==> src/rtl/mash_pkg.sv <==
// mash_pkg: shared types and constants for the MASH noise-cancellation network.
//   order_t    - 3-bit unsigned modulator order M
//   state_t    - network sequencing state (FLUSH while history fills, RUN after)
//   out_width  - signed output width for a given cascade length
//   P_STAGES_MIN / P_STAGES_MAX - supported cascade lengths
package mash_pkg;

  localparam int P_STAGES_MIN = 1;
  localparam int P_STAGES_MAX = 4;

  typedef logic [2:0] order_t;

  typedef enum logic {
    ST_FLUSH = 1'b0,
    ST_RUN   = 1'b1
  } state_t;

  // An M-stage network spans -(2^(M-1)-1) .. 2^(M-1), which needs M+1 signed bits.
  function automatic int out_width(input int stages);
    return stages + 1;
  endfunction

endpackage

==> src/rtl/mash_nc_network_p_if.sv <==
// mash_nc_network_p_if: sample/config bus between the accumulator cascade
// (master) and the noise-cancellation network (slave).
//   i_valid/i_carry       - carry sample, one bit per stage (bit 0 = stage 1)
//   i_cfg_we/i_order      - single-cycle order load
//   i_clr                 - synchronous clear of filter state
//   o_valid/o_data        - registered signed NC output sample
//   o_order/o_cfg_err     - active order and sticky illegal-order flag
//   o_state               - sequencing state, exported for observation
//
// Handshake: valid-only, there is no back-pressure. A sample is accepted in
// any cycle where i_valid=1 and neither a legal i_cfg_we nor i_clr is high;
// o_valid=1 marks exactly one output sample, in the cycle after its accepted
// input, and the consumer must take it in that cycle.
interface mash_nc_network_p_if #(
  parameter int P_STAGES = 3
) ();
  import mash_pkg::*;

  localparam int P_OUT_W = out_width(P_STAGES);

  logic                       i_valid;
  logic [P_STAGES-1:0]        i_carry;
  logic                       i_cfg_we;
  order_t                     i_order;
  logic                       i_clr;
  logic                       o_valid;
  logic signed [P_OUT_W-1:0]  o_data;
  order_t                     o_order;
  logic                       o_cfg_err;
  state_t                     o_state;

  modport master (
    output i_valid, i_carry, i_cfg_we, i_order, i_clr,
    input  o_valid, o_data, o_order, o_cfg_err, o_state
  );

  modport slave (
    input  i_valid, i_carry, i_cfg_we, i_order, i_clr,
    output o_valid, o_data, o_order, o_cfg_err, o_state
  );

endinterface

==> src/rtl/mash_nc_stage.sv <==
// mash_nc_stage: one term of the NC network, t_k = c_k*z^-(M-k) + (1-z^-1)*t_(k+1).
//   i_clk, i_rst_n - clock, asynchronous active-low reset
//   i_en           - accepted sample: advance delay line and differentiator
//   i_clr          - synchronous zero of delay line and differentiator
//   i_carry        - carry bit of stage K
//   i_order        - active order M, selects tap M-K
//   i_t_next       - t_(K+1), forced to zero by the parent when K >= M
//   o_t            - t_K, combinational
module mash_nc_stage
  import mash_pkg::*;
#(
  parameter int P_STAGES = 3,
  parameter int K        = 1,
  parameter int W        = 4
) (
  input  logic                i_clk,
  input  logic                i_rst_n,
  input  logic                i_en,
  input  logic                i_clr,
  input  logic                i_carry,
  input  order_t              i_order,
  input  logic signed [W-1:0] i_t_next,
  output logic signed [W-1:0] o_t
);

  // A one-stage cascade never uses a delayed tap; keep one flop so the
  // vector stays legal.
  localparam int DEPTH = (P_STAGES > 1) ? P_STAGES - 1 : 1;

  logic [DEPTH-1:0]    dly_q;
  logic [DEPTH:0]      taps;
  logic                tap;
  logic signed [W-1:0] diff_q;

  // taps[j] is the carry delayed by j accepted samples.
  assign taps = {dly_q, i_carry};

  always_comb begin
    tap = 1'b0;
    for (int j = 0; j <= DEPTH; j++) begin
      if (i_order >= order_t'(K) && (i_order - order_t'(K)) == order_t'(j)) begin
        tap = taps[j];
      end
    end
  end

  always_ff @(posedge i_clk or negedge i_rst_n) begin
    if (!i_rst_n) begin
      dly_q  <= '0;
      diff_q <= '0;
    end else if (i_clr) begin
      dly_q  <= '0;
      diff_q <= '0;
    end else if (i_en) begin
      dly_q  <= taps[DEPTH-1:0];
      diff_q <= i_t_next;
    end
  end

  assign o_t = $signed({{(W-1){1'b0}}, tap}) + i_t_next - diff_q;

endmodule

==> src/rtl/mash_nc_network_p.sv <==
// mash_nc_network_p: run-time order-selectable MASH noise-cancellation network.
//   i_clk, i_rst_n - clock, asynchronous active-low reset
//   bus            - mash_nc_network_p_if.slave (carry samples in, NC word out,
//                    order configuration, clear, status)
// Output for order M is Y = t_1 of the recursion t_k = c_k z^-(M-k) +
// (1-z^-1) t_(k+1), t_M = c_M, advanced only on accepted samples. After a
// reset, clear or order load the first M-1 accepted samples are hidden
// while the delay lines fill.
module mash_nc_network_p
  import mash_pkg::*;
#(
  parameter int P_STAGES = 3
) (
  input  logic                  i_clk,
  input  logic                  i_rst_n,
  mash_nc_network_p_if.slave    bus
);

  localparam int P_OUT_W = out_width(P_STAGES);

  state_t                     state_q, state_nx;
  logic [1:0]                 cnt_q, cnt_nx;
  order_t                     order_q, order_nx;
  logic                       err_q;
  logic                       valid_q;
  logic signed [P_OUT_W-1:0]  data_q;

  logic cfg_legal, cfg_load, restart, accept, emit;

  logic signed [P_OUT_W-1:0]  t_arr  [P_STAGES+1];
  logic signed [P_OUT_W-1:0]  t_next [P_STAGES];

  assign cfg_legal = (bus.i_order >= order_t'(P_STAGES_MIN)) &&
                     (bus.i_order <= order_t'(P_STAGES));
  assign cfg_load  = bus.i_cfg_we && cfg_legal;
  // Illegal loads leave everything alone, including the sample in flight.
  assign restart   = cfg_load || bus.i_clr;
  assign accept    = bus.i_valid && !restart;
  assign order_nx  = cfg_load ? bus.i_order : order_q;
  // Order 1 has no history to fill, so its samples are never hidden.
  assign emit      = accept && (state_q == ST_RUN || order_q == 3'd1);

  assign t_arr[P_STAGES] = '0;

  for (genvar g = 0; g < P_STAGES; g++) begin : g_stage
    // Stage M and above start from t_(k+1) = 0; only t_1..t_M are used.
    assign t_next[g] = (order_q > order_t'(g + 1)) ? t_arr[g + 1] : '0;

    mash_nc_stage #(
      .P_STAGES (P_STAGES),
      .K        (g + 1),
      .W        (P_OUT_W)
    ) u_stage (
      .i_clk    (i_clk),
      .i_rst_n  (i_rst_n),
      .i_en     (accept),
      .i_clr    (restart),
      .i_carry  (bus.i_carry[g]),
      .i_order  (order_q),
      .i_t_next (t_next[g]),
      .o_t      (t_arr[g])
    );
  end

  always_comb begin
    state_nx = state_q;
    cnt_nx   = cnt_q;
    if (restart) begin
      state_nx = (order_nx == 3'd1) ? ST_RUN : ST_FLUSH;
      cnt_nx   = '0;
    end else if (state_q == ST_FLUSH) begin
      if (order_q == 3'd1) begin
        state_nx = ST_RUN;
      end else if (accept) begin
        // The (M-1)th hidden sample completes the flush.
        if ({1'b0, cnt_q} == order_q - 3'd2) begin
          state_nx = ST_RUN;
          cnt_nx   = '0;
        end else begin
          cnt_nx = cnt_q + 2'd1;
        end
      end
    end
  end

  always_ff @(posedge i_clk or negedge i_rst_n) begin
    if (!i_rst_n) begin
      state_q <= ST_FLUSH;
      cnt_q   <= '0;
      order_q <= order_t'(P_STAGES);
      err_q   <= 1'b0;
      valid_q <= 1'b0;
      data_q  <= '0;
    end else begin
      state_q <= state_nx;
      cnt_q   <= cnt_nx;
      order_q <= order_nx;
      err_q   <= err_q | (bus.i_cfg_we & ~cfg_legal);
      valid_q <= emit;
      if (restart) begin
        data_q <= '0;
      end else if (emit) begin
        data_q <= t_arr[0];
      end
    end
  end

  assign bus.o_valid   = valid_q;
  assign bus.o_data    = data_q;
  assign bus.o_order   = order_q;
  assign bus.o_cfg_err = err_q;
  assign bus.o_state   = state_q;

endmodule

==> src/flat_wrapper.sv <==
// flat-port wrapper written by rule: the top's interface ports become plain ports
module mash_nc_network_p_flat import mash_pkg::*;
#(
  parameter int P_STAGES = 3
)
  (i_clk, i_rst_n, bus_i_valid, bus_i_carry, bus_i_cfg_we, bus_i_order, bus_i_clr, bus_o_valid, bus_o_data, bus_o_order, bus_o_cfg_err, bus_o_state);
  mash_nc_network_p_if #(.P_STAGES(P_STAGES)) bus_i ();
  input  logic i_clk;
  input  logic i_rst_n;
  input wire logic [$bits(bus_i.i_valid)-1:0] bus_i_valid;
  input wire logic [$bits(bus_i.i_carry)-1:0] bus_i_carry;
  input wire logic [$bits(bus_i.i_cfg_we)-1:0] bus_i_cfg_we;
  input wire logic [$bits(bus_i.i_order)-1:0] bus_i_order;
  input wire logic [$bits(bus_i.i_clr)-1:0] bus_i_clr;
  output wire logic [$bits(bus_i.o_valid)-1:0] bus_o_valid;
  output wire logic [$bits(bus_i.o_data)-1:0] bus_o_data;
  output wire logic [$bits(bus_i.o_order)-1:0] bus_o_order;
  output wire logic [$bits(bus_i.o_cfg_err)-1:0] bus_o_cfg_err;
  output wire logic [$bits(bus_i.o_state)-1:0] bus_o_state;
  assign bus_i.i_valid = bus_i_valid;
  assign bus_i.i_carry = bus_i_carry;
  assign bus_i.i_cfg_we = bus_i_cfg_we;
  assign bus_i.i_order = bus_i_order;
  assign bus_i.i_clr = bus_i_clr;
  assign bus_o_valid = bus_i.o_valid;
  assign bus_o_data = bus_i.o_data;
  assign bus_o_order = bus_i.o_order;
  assign bus_o_cfg_err = bus_i.o_cfg_err;
  assign bus_o_state = bus_i.o_state;
  mash_nc_network_p #(.P_STAGES(P_STAGES)) u_core (.i_clk(i_clk), .i_rst_n(i_rst_n), .bus(bus_i));
endmodule
==> config.mk <==
export PLATFORM = sky130hd
export DESIGN_NAME = mash_nc_network_p_flat
export DESIGN_NICKNAME = d
export VERILOG_FILES = /design/src/rtl/mash_pkg.sv /design/src/rtl/mash_nc_network_p_if.sv /design/src/rtl/mash_nc_stage.sv /design/src/rtl/mash_nc_network_p.sv /design/src/flat_wrapper.sv
export SDC_FILE = /design/constraint.sdc
export NUM_CORES = 1
export LEC_CHECK = 0
export BUFFER_PORTS_ARGS = -buffer_cell sky130_fd_sc_hd__buf_4
export CORE_MARGIN = 2
export CORE_UTILIZATION = 25
export DETAILED_ROUTE_END_ITERATION = 7
export HOLD_SLACK_MARGIN = 0.12
export PLACE_DENSITY = 0.44
export SETUP_SLACK_MARGIN = 0.2
export SYNTH_ARGS = -nofsm -noshare
export SYNTH_HDL_FRONTEND = slang
export SYNTH_SLANG_ARGS = --single-unit
==> constraint.sdc <==
create_clock -name i_clk -period 7.5 [get_ports i_clk]
set_input_delay 0.375 -clock i_clk [delete_from_list [all_inputs] [get_ports i_clk]]
set_output_delay 0.375 -clock i_clk [all_outputs]
set_load 0.05 [all_outputs]
==> out/metrics.yaml, run 1 <==
critical_path:
  critPathArrivalTime_ns: 3.67
  worst-path-max-fanout: 12
  worstReg2RegEnd: "u_core.bus.o_data[3]$_DFFE_PN0P_"
  cp-start-kind: "flop"
  critPathRequiredTime_ns: 7.65
  rrSetupSlack_ns: 3.98
  end_kind: "flop"
  worstReg2RegStart: "u_core.bus.o_order[1]$_DFF_PN1_"
  reg2regPathDepth: 15
  path_class: "reg -> reg"
worst_hold_path:
  hold_path_end: "u_core.bus.o_cfg_err$_DFF_PN0_"
  min_from: "bus_i_cfg_we"
  hold_path.class: "in -> reg"
  hold_depth: 3
sta:
  relSlewSlack: 0.720
  rsz0062_at_grt: "no"
  hold_viol: 0
  final.setup.tns_ns: 0
  hold_ws_ns: 0.354
  fin_crit_ns: 3.52
  fmax_mhz: 284
  finClkSkew_ns: 0.00156
  fin_crit_sh: 0.470
  drv_slew: 0
  tightest_slew_ns: 0.420
  setup_viol: 0
layout:
  area_growth_pct: 19.7
  antenna_cells: 0
  multi_input_area_um2: 798
  final_cell_area_um2: 1710
  seqCellArea_um2: 553
  nFillCells: 592
  final_nets: 193
  drive_gt1_frac: 0.187
  final_core_util: 0.310
global_route:
  grt_pass1_vias: 1082
  grt_pass1_wl_um: 5080
  grt_max_degree: 23
  overflow: 0
  grt_usage: 0.102
  antenna_found_initial: 0
synth:
  synth-seq-cells: 22
  muxShareOfSynthArea: 0.0843
  synth_top_cell_area_share: 0.351
  synthArstFlopShare: 1.00
  synthesis.nets: 171
  synthesis.area_um2: 1430
  synth_edf_count: 0
  synthAdderAreaFrac: 0.137
  ys_seq_area_frac: 0.388
  synth_ff_type: "dfrtp_1"
  avgSynthCellArea_um2: 9.83
  synthTopCellsByCount: "20 x dfrtp_1, 20 x nand2_1, 14 x ha_1"
  yosysTopAreaCell: "dfrtp_1"
  synthCells: 145
  ys_types: 35
  ys_top_cells_by_area: "dfrtp_1 35%, ha_1 12%, mux2i_1 8.4%, nand2_1 5.3%, dfstp_2 3.7%"
  ys_warn_count: 0
  synth-xor-area-share: 0.0246
  synth-compound-area-share: 0.134
  synth_top_family_by_area: "simple AND/OR/NAND/NOR gates"
  synthSimpleGateAreaFrac: 0.180
job:
  drv_cap: 0
clock_network:
  cts_resized: 0
  clk_pin_slew_ns: 0.08
  clk_path_buf_depth: 2
  htree_levels: 1
  cts.root.buffer_cell: "clkbuf_8"
  cts_sinks: 22
  cts_tree: "done"
  clock_latency_ns: 0.26
  numCtsBuffers: 3
routing:
  first_pass_iters: 4
  num_vias: 1052
  drc_errors: 0
  wire_per_inst_um: 12.5
  drt_iter0_drc: 11
  routed_via_density: 4.42
  drt-total-wl_um: 2980
  route.antenna.remaining_nets: 0
placed_design:
  place_area_um2: 1640
  io_buffers: 20
  gp_congestion: 0.739
  dp_hpwl_um: 2290
floorplan:
  die_x_um: 79.5
  pin_count: 21
  die_area_um2: 6320
  die_h_um: 79.5
  initial_core_util: 0.259
  rows: 27
  core_area_um2: 5510
power:
  power.leakage_nw: 0.821
  irDropWorstVdd_mv: 0.0940
  power_density_nw_per_um2: 183
outcome:
  status: "finished clean"
cell type report:
cell class / instances / share of cell area
clock buffer: 4 / 0.0323
inverter: 13 / 0.0286
multi-input combinational: 106 / 0.468
sequential: 22 / 0.324
tap: 72 / 0.0528
timing repair buffer: 21 / 0.0939
registers in the layout, summed over array words and instances, names as in the netlist:
register and count:
u_core.bus.o_cfg_err 1, u_core.bus.o_data 4, u_core.bus.o_order 3, u_core.bus.o_state 1, u_core.bus.o_valid 1, u_core.cnt_q 2, u_core.g_stage.u_stage.diff_q 4, u_core.g_stage.u_stage.dly_q 6
layer usage:
layer	global-route usage	wire, um	part of all wire	up-vias
met5	0	0	0	-
met4	0.00517	0	0	0
met3	0.0294	126	0.042	0
met2	0.180	1370	0.46	20
met1	0.130	1480	0.50	494
li1	-	-	-	538
kinds of logic after synthesis:
group / after synthesis
muxes: 12
adders and majority gates: 15
xor gates and xnor gates: 4
and+or+nand+nor: 49
DFF: 22
AOI/OAI and AO/OA: 26
buffers and inverters: 17
placed cells by master (no fill, tap or decap), drive strengths merged, types with 2 or more instances in the layout:
cell     netlist  final
xnor2          3      3
and2           2      2
buf            4     20
nand2         20     20
nand3b         2      2
nand3          4      4
ha            14     14
nand2b         4      4
nor3b          2      2
inv           13     13
o21ai          4      4
dfrtp         20     20
a21o           2      2
clkbuf         0      4
o211ai         4      4
mux2i         12     12
a21oi          9      9
o2bb2ai        2      2
dfstp          2      2
nor2           9      9
nor2b          2      2
where the power goes:
group	switching, mW	leakage (nW)	total, mW	internal, mW
Sequential	0.0123	0.290	0.139	0.127
Combinational	0.0513	0.502	0.0864	0.0351
Clock	0.0405	0.0288	0.0873	0.0468
Total	0.104	0.821	0.313	0.209
what timing repair did:
action	4_1_cts	5_1_grt
endpoints found under the hold margin	20	0
setup buffers	0	0
hold buffers	1	0
endpoints found under the setup margin	0	0
critical path, cell delays in order (launching register included):
cell and delay [ns]:
dfstp_2 0.70, inv_1 0.15, ha_1 0.36, o211ai_1 0.12, ha_1 0.30, inv_1 0.06, ha_1 0.13, inv_1 0.04
ha_1 0.28, nor2b_1 0.12, ha_1 0.28, ha_1 0.31, a21o_1 0.16, a21oi_1 0.18, xnor2_1 0.14, mux2i_1 0.08
how the worst max path moves through the flow:
stage / startpoint / end
final: u_core.bus.o_order[1]$_DFF_PN1_ / u_core.bus.o_data[3]$_DFFE_PN0P_
after global routing: u_core.bus.o_order[1]$_DFF_PN1_ / u_core.bus.o_data[3]$_DFFE_PN0P_
after CTS: u_core.bus.o_order[1]$_DFF_PN1_ / u_core.bus.o_data[3]$_DFFE_PN0P_
after detailed placement: u_core.bus.o_order[1]$_DFF_PN1_ / u_core.bus.o_data[3]$_DFFE_PN0P_
after global placement: u_core.bus.o_order[1]$_DFF_PN1_ / u_core.bus.o_data[3]$_DFFE_PN0P_
after floorplan: u_core.bus.o_order[1]$_DFF_PN1_ / u_core.bus.o_data[3]$_DFFE_PN0P_
stage by stage:
| stage | worst slack [ns] | power, mW | instances |
|---|---|---|---|
| 2_1_floorplan | 4.01 | 0.204 | 145 |
| 3_3_place_gp | 4.10 | 0.228 | 233 |
| 3_5_place_dp | 4.01 | 0.229 | 233 |
| 4_1_cts | 3.97 | 0.319 | 238 |
| 5_1_grt | 3.78 | 0.335 | 238 |
| 6_report | 3.98 | 0.313 | 238 |
Power figures use the tool's default switching activity.
==> run 2, diff against run 1 <==
- ABC_AREA: unset -> 1
- clock period: 7.5 -> 3.62 ns (I/O delays scaled with it)
==> out/metrics.yaml, run 2 <==
layout:
  final_common_cell: "nand2_1"
  area_growth_pct: 25.9
  antenna_cells: 0  # unchanged
  largest-register: "u_core.g_stage.u_stage.dly_q"
  final_nets: 232  # +20%
  drive_gt1_frac: 0.273  # +0.0864
  final_cell_area_um2: 1810  # +5.9%
  final_cell_mix: "51 x nand2_1, 27 x inv_1, 24 x buf_4"
  largest_reg_flops: 6  # unchanged
floorplan:
  die_area_um2: 6360  # +0.67%
  pin_count: 21  # unchanged
  die_x_um: 79.8  # +0.33%
  die_h_um: 79.8  # +0.33%
  core_area_um2: 5540  # +0.61%
  rows: 27  # unchanged
  initial_core_util: 0.259  # about the same
placed_design:
  place_area_um2: 1680  # +2.4%
  io_buffers: 20  # unchanged
  dp_hpwl_um: 2400  # +5.0%
  gp_congestion: 0.751  # +1.5%
outcome:
  status: "finished clean"
critical_path:
  worst-path-max-fanout: 7  # -5
  worstReg2RegStart: "u_core.bus.o_order[1]$_DFF_PN1_"
  cp_common_cell: "ha_1"
  critPathRequiredTime_ns: 3.78  # -3.87 ns
  critPathSlowestCell: "dfstp_4"
  path_buf_inv: 5  # +2
  path_class: "reg -> reg"
  critPathArrivalTime_ns: 3.42  # -0.25 ns
  slowest_delay_ns: 0.65  # -0.05 ns
  worstSetupStartpoint: "u_core.bus.o_order[1]$_DFF_PN1_"
  cp-start-kind: "flop"
  end_kind: "flop"
  cp_top_family: "adder cells"
  crit_chain: "inv_4 -> ha_4 -> inv_2 -> a21oi_2 -> nand3_1 -> ha_1 -> inv_1 -> ha_1 -> inv_1 -> ha_1 -> or2_4 -> inv_2 -> ha_4 -> fa_2 -> xor2_1 -> nand2_1 -> nand2_1"
clock_network:
  cts_sinks: 22  # unchanged
  cts_tree: "done"
  clk_pin_slew_ns: 0.08  # about the same
  numCtsBuffers: 3  # unchanged
  cts.root.buffer_cell: "clkbuf_8"
  htree_levels: 1  # unchanged
  clock_latency_ns: 0.26  # about the same
  clk_path_buf_depth: 2  # unchanged
synth:
  synth_top_cell_area_share: 0.349  # -0.00245
  synthArstFlopShare: 1.00  # unchanged
  synthesis.nets: 203  # +19%
  ys_warn_count: 0  # unchanged
  yosysTopAreaCell: "dfrtp_1"
  synth-seq-cells: 22  # unchanged
  synthesis.area_um2: 1440  # +0.70%
  yosysMostFrequentCell: "nand2_1"
  ys_types: 27  # -23%
  ys_seq_area_frac: 0.385  # -0.00271
  synth_ff_type: "dfrtp_1"
  synthTopCellsByCount: "51 x nand2_1, 29 x inv_1, 20 x dfrtp_1"
  synthCells: 177  # +22%
  ys_top_cells_by_area: "dfrtp_1 35%, nand2_1 13%, ha_1 12%, inv_1 7.6%, dfstp_2 3.7%"
  avgSynthCellArea_um2: 8.11  # -18%
  synth_edf_count: 0  # unchanged
sta:
  finClkSkew_ns: 0.00167  # +0.000110 ns
  tightest_slew_ns: 0.300  # -0.119 ns
  fin_crit_ns: 3.26  # -0.267 ns
  rsz0062_at_grt: "no"
  setup_viol: 0  # unchanged
  drv_slew: 0  # unchanged
  relSlewSlack: 0.800  # +0.0800
  fin_crit_sh: 0.899  # +0.430
  hold_ws_ns: 0.137  # -0.217 ns
  fmax_mhz: 307  # +8.2%
  hold_viol: 0  # unchanged
  final.setup.tns_ns: 0  # unchanged
routing:
  highest_layer: "met4"
  met2_length_um: 1410  # +2.7%
  routed_via_density: 4.19  # -5.1%
  drt-total-wl_um: 3140  # +5.2%
  route.antenna.remaining_nets: 0  # unchanged
  wire_per_inst_um: 11.3  # -9.6%
  num_vias: 1162  # +10%
  met3_length_um: 119  # -5.6%
  drt_iter0_drc: 21  # +10
  first_pass_iters: 4  # unchanged
  wl_met1_um: 1600  # +7.5%
  drc_errors: 0  # unchanged
job:
  drv_cap: 0  # unchanged
global_route:
  grt_pass1_vias: 1124  # +3.9%
  grt_usage: 0.105  # +0.00243
  overflow: 0  # unchanged
  grt_pass1_wl_um: 5200  # +2.4%
  grt_max_degree: 23  # unchanged
  antenna_found_initial: 0  # unchanged
power:
  comb_power_share: 0.337  # +0.061
  p_seq_frac: 0.404  # -0.041
  pwr-share-clk: 0.258  # -0.021
  sw_frac_of_total: 0.351  # +0.0183
  power_density_nw_per_um2: 381  # +110%
  p_int_mw: 0.446  # +110%
  power_mw: 0.688  # +120%
  power.switching_mw: 0.242  # +130%
  power.leakage_nw: 0.922  # +12%
  irDropWorstVdd_mv: 0.226  # +140%
worst_hold_path:
  hold_path.class: "in -> reg"
  min_from: "bus_i_carry[1]"
==> run 2: changes by cell type after synthesis, sizes merged, moves of 3 or more <==
cell	before	now
a21oi	9	6
buf	4	1
inv	13	34
mux2i	12	0
nand2	20	54
nand2b	4	0
nand3	4	11
o211ai	4	1
o21ai	4	12
o22ai	0	4
==> run 2: timing repair <==
item / 4_1_cts / 5_1_grt
setup endpoints to repair: 2 / 3
gates cloned: 0 / 0
pin swaps: 0 / 3
buffers inserted: 2 / 1
endpoints found under the hold margin: 22 / 0
hold buffers: 1 / 0
gates resized for setup: 1 / 9
==> run 2: cell type report <==
| cell class | instances | area, um2 |
|---|---|---|
| multi-input combinational | 120 | 783 |
| clock buffer | 4 | 55.1 |
| timing repair buffer | 25 | 190 |
| sequential | 22 | 558 |
| fill | 602 | 3730 |
| tap | 72 | 90.1 |
| inverter | 34 | 130 |
==> run 2: kinds of logic after synthesis <==
kind of cell	synth area share
buffers and inverters	0.0968
AOI/OAI and AO/OA	0.0976
adders and majority gates	0.136
DFF	0.385
xor gates and xnor gates	0.0183
and+or+nand+nor	0.266
==> run 2: power groups by stage <==
stage / Combinational [mW] / Clock, mW / Sequential (mW)
floorplan: 0.130 / 0 / 0.313
global placement: 0.223 / 0 / 0.285
detailed placement: 0.219 / 0 / 0.285
CTS: 0.228 / 0.184 / 0.278
global route: 0.263 / 0.193 / 0.280
finish: 0.232 / 0.178 / 0.278
==> run 2: path summary, 6_finish.rpt <==
| check | to | slack [ns] | depth (start not counted) |
|---|---|---|---|
| worst max-delay path | u_core.bus.o_data[2]$_DFFE_PN0P_ | 0.36 | 17 |
| worst min-delay path | u_core.g_stage[1].u_stage.dly_q[0]$_DFFE_PN0P_ | 0.14 | 3 |
| worst max register to register | u_core.bus.o_data[2]$_DFFE_PN0P_ | 0.36 | 17 |
| worst min register to register | u_core.bus.o_cfg_err$_DFF_PN0_ | 0.46 | 1 |
| max in group asynchronous | u_core.bus.o_order[0]$_DFF_PN1_ | 2.99 | 2 |
| min in group asynchronous | u_core.g_stage[2].u_stage.dly_q[1]$_DFFE_PN0P_ | 0.35 | 2 |
==> run 2: routing by layer <==
layer	GRT usage	up-vias
met3	0.0260	2
met4	0.0153	0
met1	0.152	527
met5	0	-
li1	-	616
met2	0.161	17
==> run 2: through the flow <==
step	util	worst slack [ns]	instances
floorplan	-	0.219	177
global placement	0.303	0.175	269
detailed placement	0.303	0.133	269
CTS	0.318	0.232	276
global route	0.326	0.212	277
finish	0.326	0.365	277
==> run 2: worst min-delay path: stages <==
cell and delay (ns):
buf_4 0.08, nand2_1 0.04, o21ai_0 0.06
==> run 3, diff against run 2 <==
- ABC_AREA: 1 -> unset
==> out/metrics.yaml, run 3 (synthesis results as in run 1) <==
floorplan:
  core_area_um2: 5510  # -0.61%
  die_area_um2: 6320  # -0.66%
  die_h_um: 79.5  # -0.33%
  pin_count: 21  # unchanged
  initial_core_util: 0.259  # about the same
  rows: 27  # unchanged
  die_x_um: 79.5  # -0.33%
global_route:
  grt_pass1_vias: 1136  # +1.1%
  overflow: 0  # unchanged
  antenna_found_initial: 0  # unchanged
  grt_pass1_wl_um: 5410  # +4.0%
  grt_usage: 0.109  # +0.00452
  grt_max_degree: 23  # unchanged
sta:
  final.setup.tns_ns: 0  # unchanged
  rsz0062_at_grt: "no"
  finClkSkew_ns: 0.00610  # +0.00443 ns
  drv_slew: 0  # unchanged
  tightest_slew_ns: 0.431  # +0.131 ns
  relSlewSlack: 0.713  # -0.0871
  setup_viol: 0  # unchanged
  fmax_mhz: 311  # +1.3%
  fin_crit_sh: 0.888  # -0.0112
  hold_viol: 0  # unchanged
  fin_crit_ns: 3.21  # -0.0407 ns
critical_path:
  path_class: "reg -> reg"
  cp-start-kind: "flop"
  critPathArrivalTime_ns: 3.36  # -0.06 ns
  critPathRequiredTime_ns: 3.77  # about the same
  cp_common_cell: "ha_1"
  worst-path-max-fanout: 7  # unchanged
  path_buf_inv: 3  # -2
  critPathSlowestCell: "dfrtp_2"
  crit_chain: "clkinvlp_4 -> ha_4 -> o211ai_1 -> ha_1 -> inv_1 -> ha_1 -> inv_1 -> ha_1 -> nor2b_1 -> ha_1 -> ha_1 -> a21o_1 -> a21oi_2 -> xnor2_1 -> mux2i_1"
  cp_top_family: "adder cells"
  slowest_delay_ns: 0.44  # -0.21 ns
  end_kind: "flop"
layout:
  final_cell_area_um2: 1840  # +1.7%
  drive_gt1_frac: 0.282  # +0.00932
  final_cell_mix: "31 x buf_4, 20 x nand2_1, 19 x dfrtp_1"
  largest_reg_flops: 6  # unchanged
  final_common_cell: "buf_4"
  area_growth_pct: 28.9
  final_nets: 204  # -12%
  antenna_cells: 0  # unchanged
  largest-register: "u_core.g_stage.u_stage.dly_q"
clock_network:
  clk_path_buf_depth: 2  # unchanged
  htree_levels: 1  # unchanged
  numCtsBuffers: 3  # unchanged
  clock_latency_ns: 0.27  # about the same
  cts_tree: "done"
  cts.root.buffer_cell: "clkbuf_8"
  clk_pin_slew_ns: 0.08  # about the same
  cts_sinks: 22  # unchanged
power:
  power.leakage_nw: 0.877  # -4.9%
  irDropWorstVdd_mv: 0.202  # -11%
  power_density_nw_per_um2: 371  # -2.6%
routing:
  wire_per_inst_um: 12.8  # +13%
  drc_errors: 0  # unchanged
  route.antenna.remaining_nets: 0  # unchanged
  first_pass_iters: 4  # unchanged
  routed_via_density: 4.51  # +7.5%
  drt-total-wl_um: 3190  # +1.8%
  drt_iter0_drc: 42  # +100%
  num_vias: 1123  # -3.4%
placed_design:
  gp_congestion: 0.821  # +9.4%
  place_area_um2: 1660  # -0.89%
  io_buffers: 20  # unchanged
  dp_hpwl_um: 2360  # -1.7%
worst_hold_path:
  hold_path.class: "in -> reg"
outcome:
  status: "finished clean"
job:
  drv_cap: 0  # unchanged
-- run 3: final cells by class --
cell class | count | area [um2]
clock buffer | 4 | 55.1
fill | 559 | 3670
inverter | 13 | 52.6
multi-input combinational | 106 | 842
sequential | 22 | 554
tap | 72 | 90.1
timing repair buffer | 32 | 243
-- run 3: power by group --
part,leakage [nW],switching [mW],internal (mW)
Combinational,0.560,0.124,0.0967
Clock,0.0288,0.0830,0.0970
Sequential,0.288,0.0187,0.262
-- run 3: layer usage --
metal,global-route usage,wire length (um)
met4,0.0207,9
met1,0.145,1550
met3,0.0271,141
met5,0,0
met2,0.181,1490
-- run 3: worst reg2reg max path: cells and delay by family (launching register included) --
family / cells / cell delay, ns
compound gates: 3 / 0.39
buf+inv: 3 / 0.34
fa+ha+maj: 6 / 1.62
simple gates: 1 / 0.12
xor+xnor: 1 / 0.12
flops: 1 / 0.44
mux: 1 / 0.08
-- run 3: metrics by stage --
stage	hold slack, ns	setup WS (ns)	utilization	std cells	total power [mW]
floorplan	-0.115	0.205	-	145	0.427
global placement	0.0962	0.259	0.302	234	0.479
detailed placement	0.102	0.218	0.302	234	0.482
CTS	0.156	0.214	0.315	239	0.671
global route	0.190	0.208	0.334	249	0.730
finish	0.161	0.405	0.334	249	0.681
-- run 3: worst paths after layout --
kind / cells past startpoint / to / start / slack, ns
setup / recovery: 15 / u_core.bus.o_data[3]$_DFFE_PN0P_ / u_core.bus.o_order[2]$_DFF_PN0_ / 0.41
setup reg to reg: 15 / u_core.bus.o_data[3]$_DFFE_PN0P_ / u_core.bus.o_order[2]$_DFF_PN0_ / 0.41
max in group asynchronous: 2 / u_core.bus.o_order[1]$_DFF_PN1_ / i_rst_n / 3.00
min in group asynchronous: 2 / u_core.bus.o_cfg_err$_DFF_PN0_ / i_rst_n / 0.33
hold reg to reg: 1 / u_core.bus.o_cfg_err$_DFF_PN0_ / u_core.bus.o_cfg_err$_DFF_PN0_ / 0.48
hold / removal: 3 / u_core.bus.o_cfg_err$_DFF_PN0_ / bus_i_cfg_we / 0.16
-- run 3: what timing repair did --
| action | in CTS | in global routing |
|---|---|---|
| hold buffers | 1 | 0 |
| hold endpoints to repair | 22 | 0 |
| resized for setup | 1 | 5 |
| pin swaps | 0 | 6 |
| setup buffers | 0 | 10 |
| setup endpoints to repair | 1 | 3 |
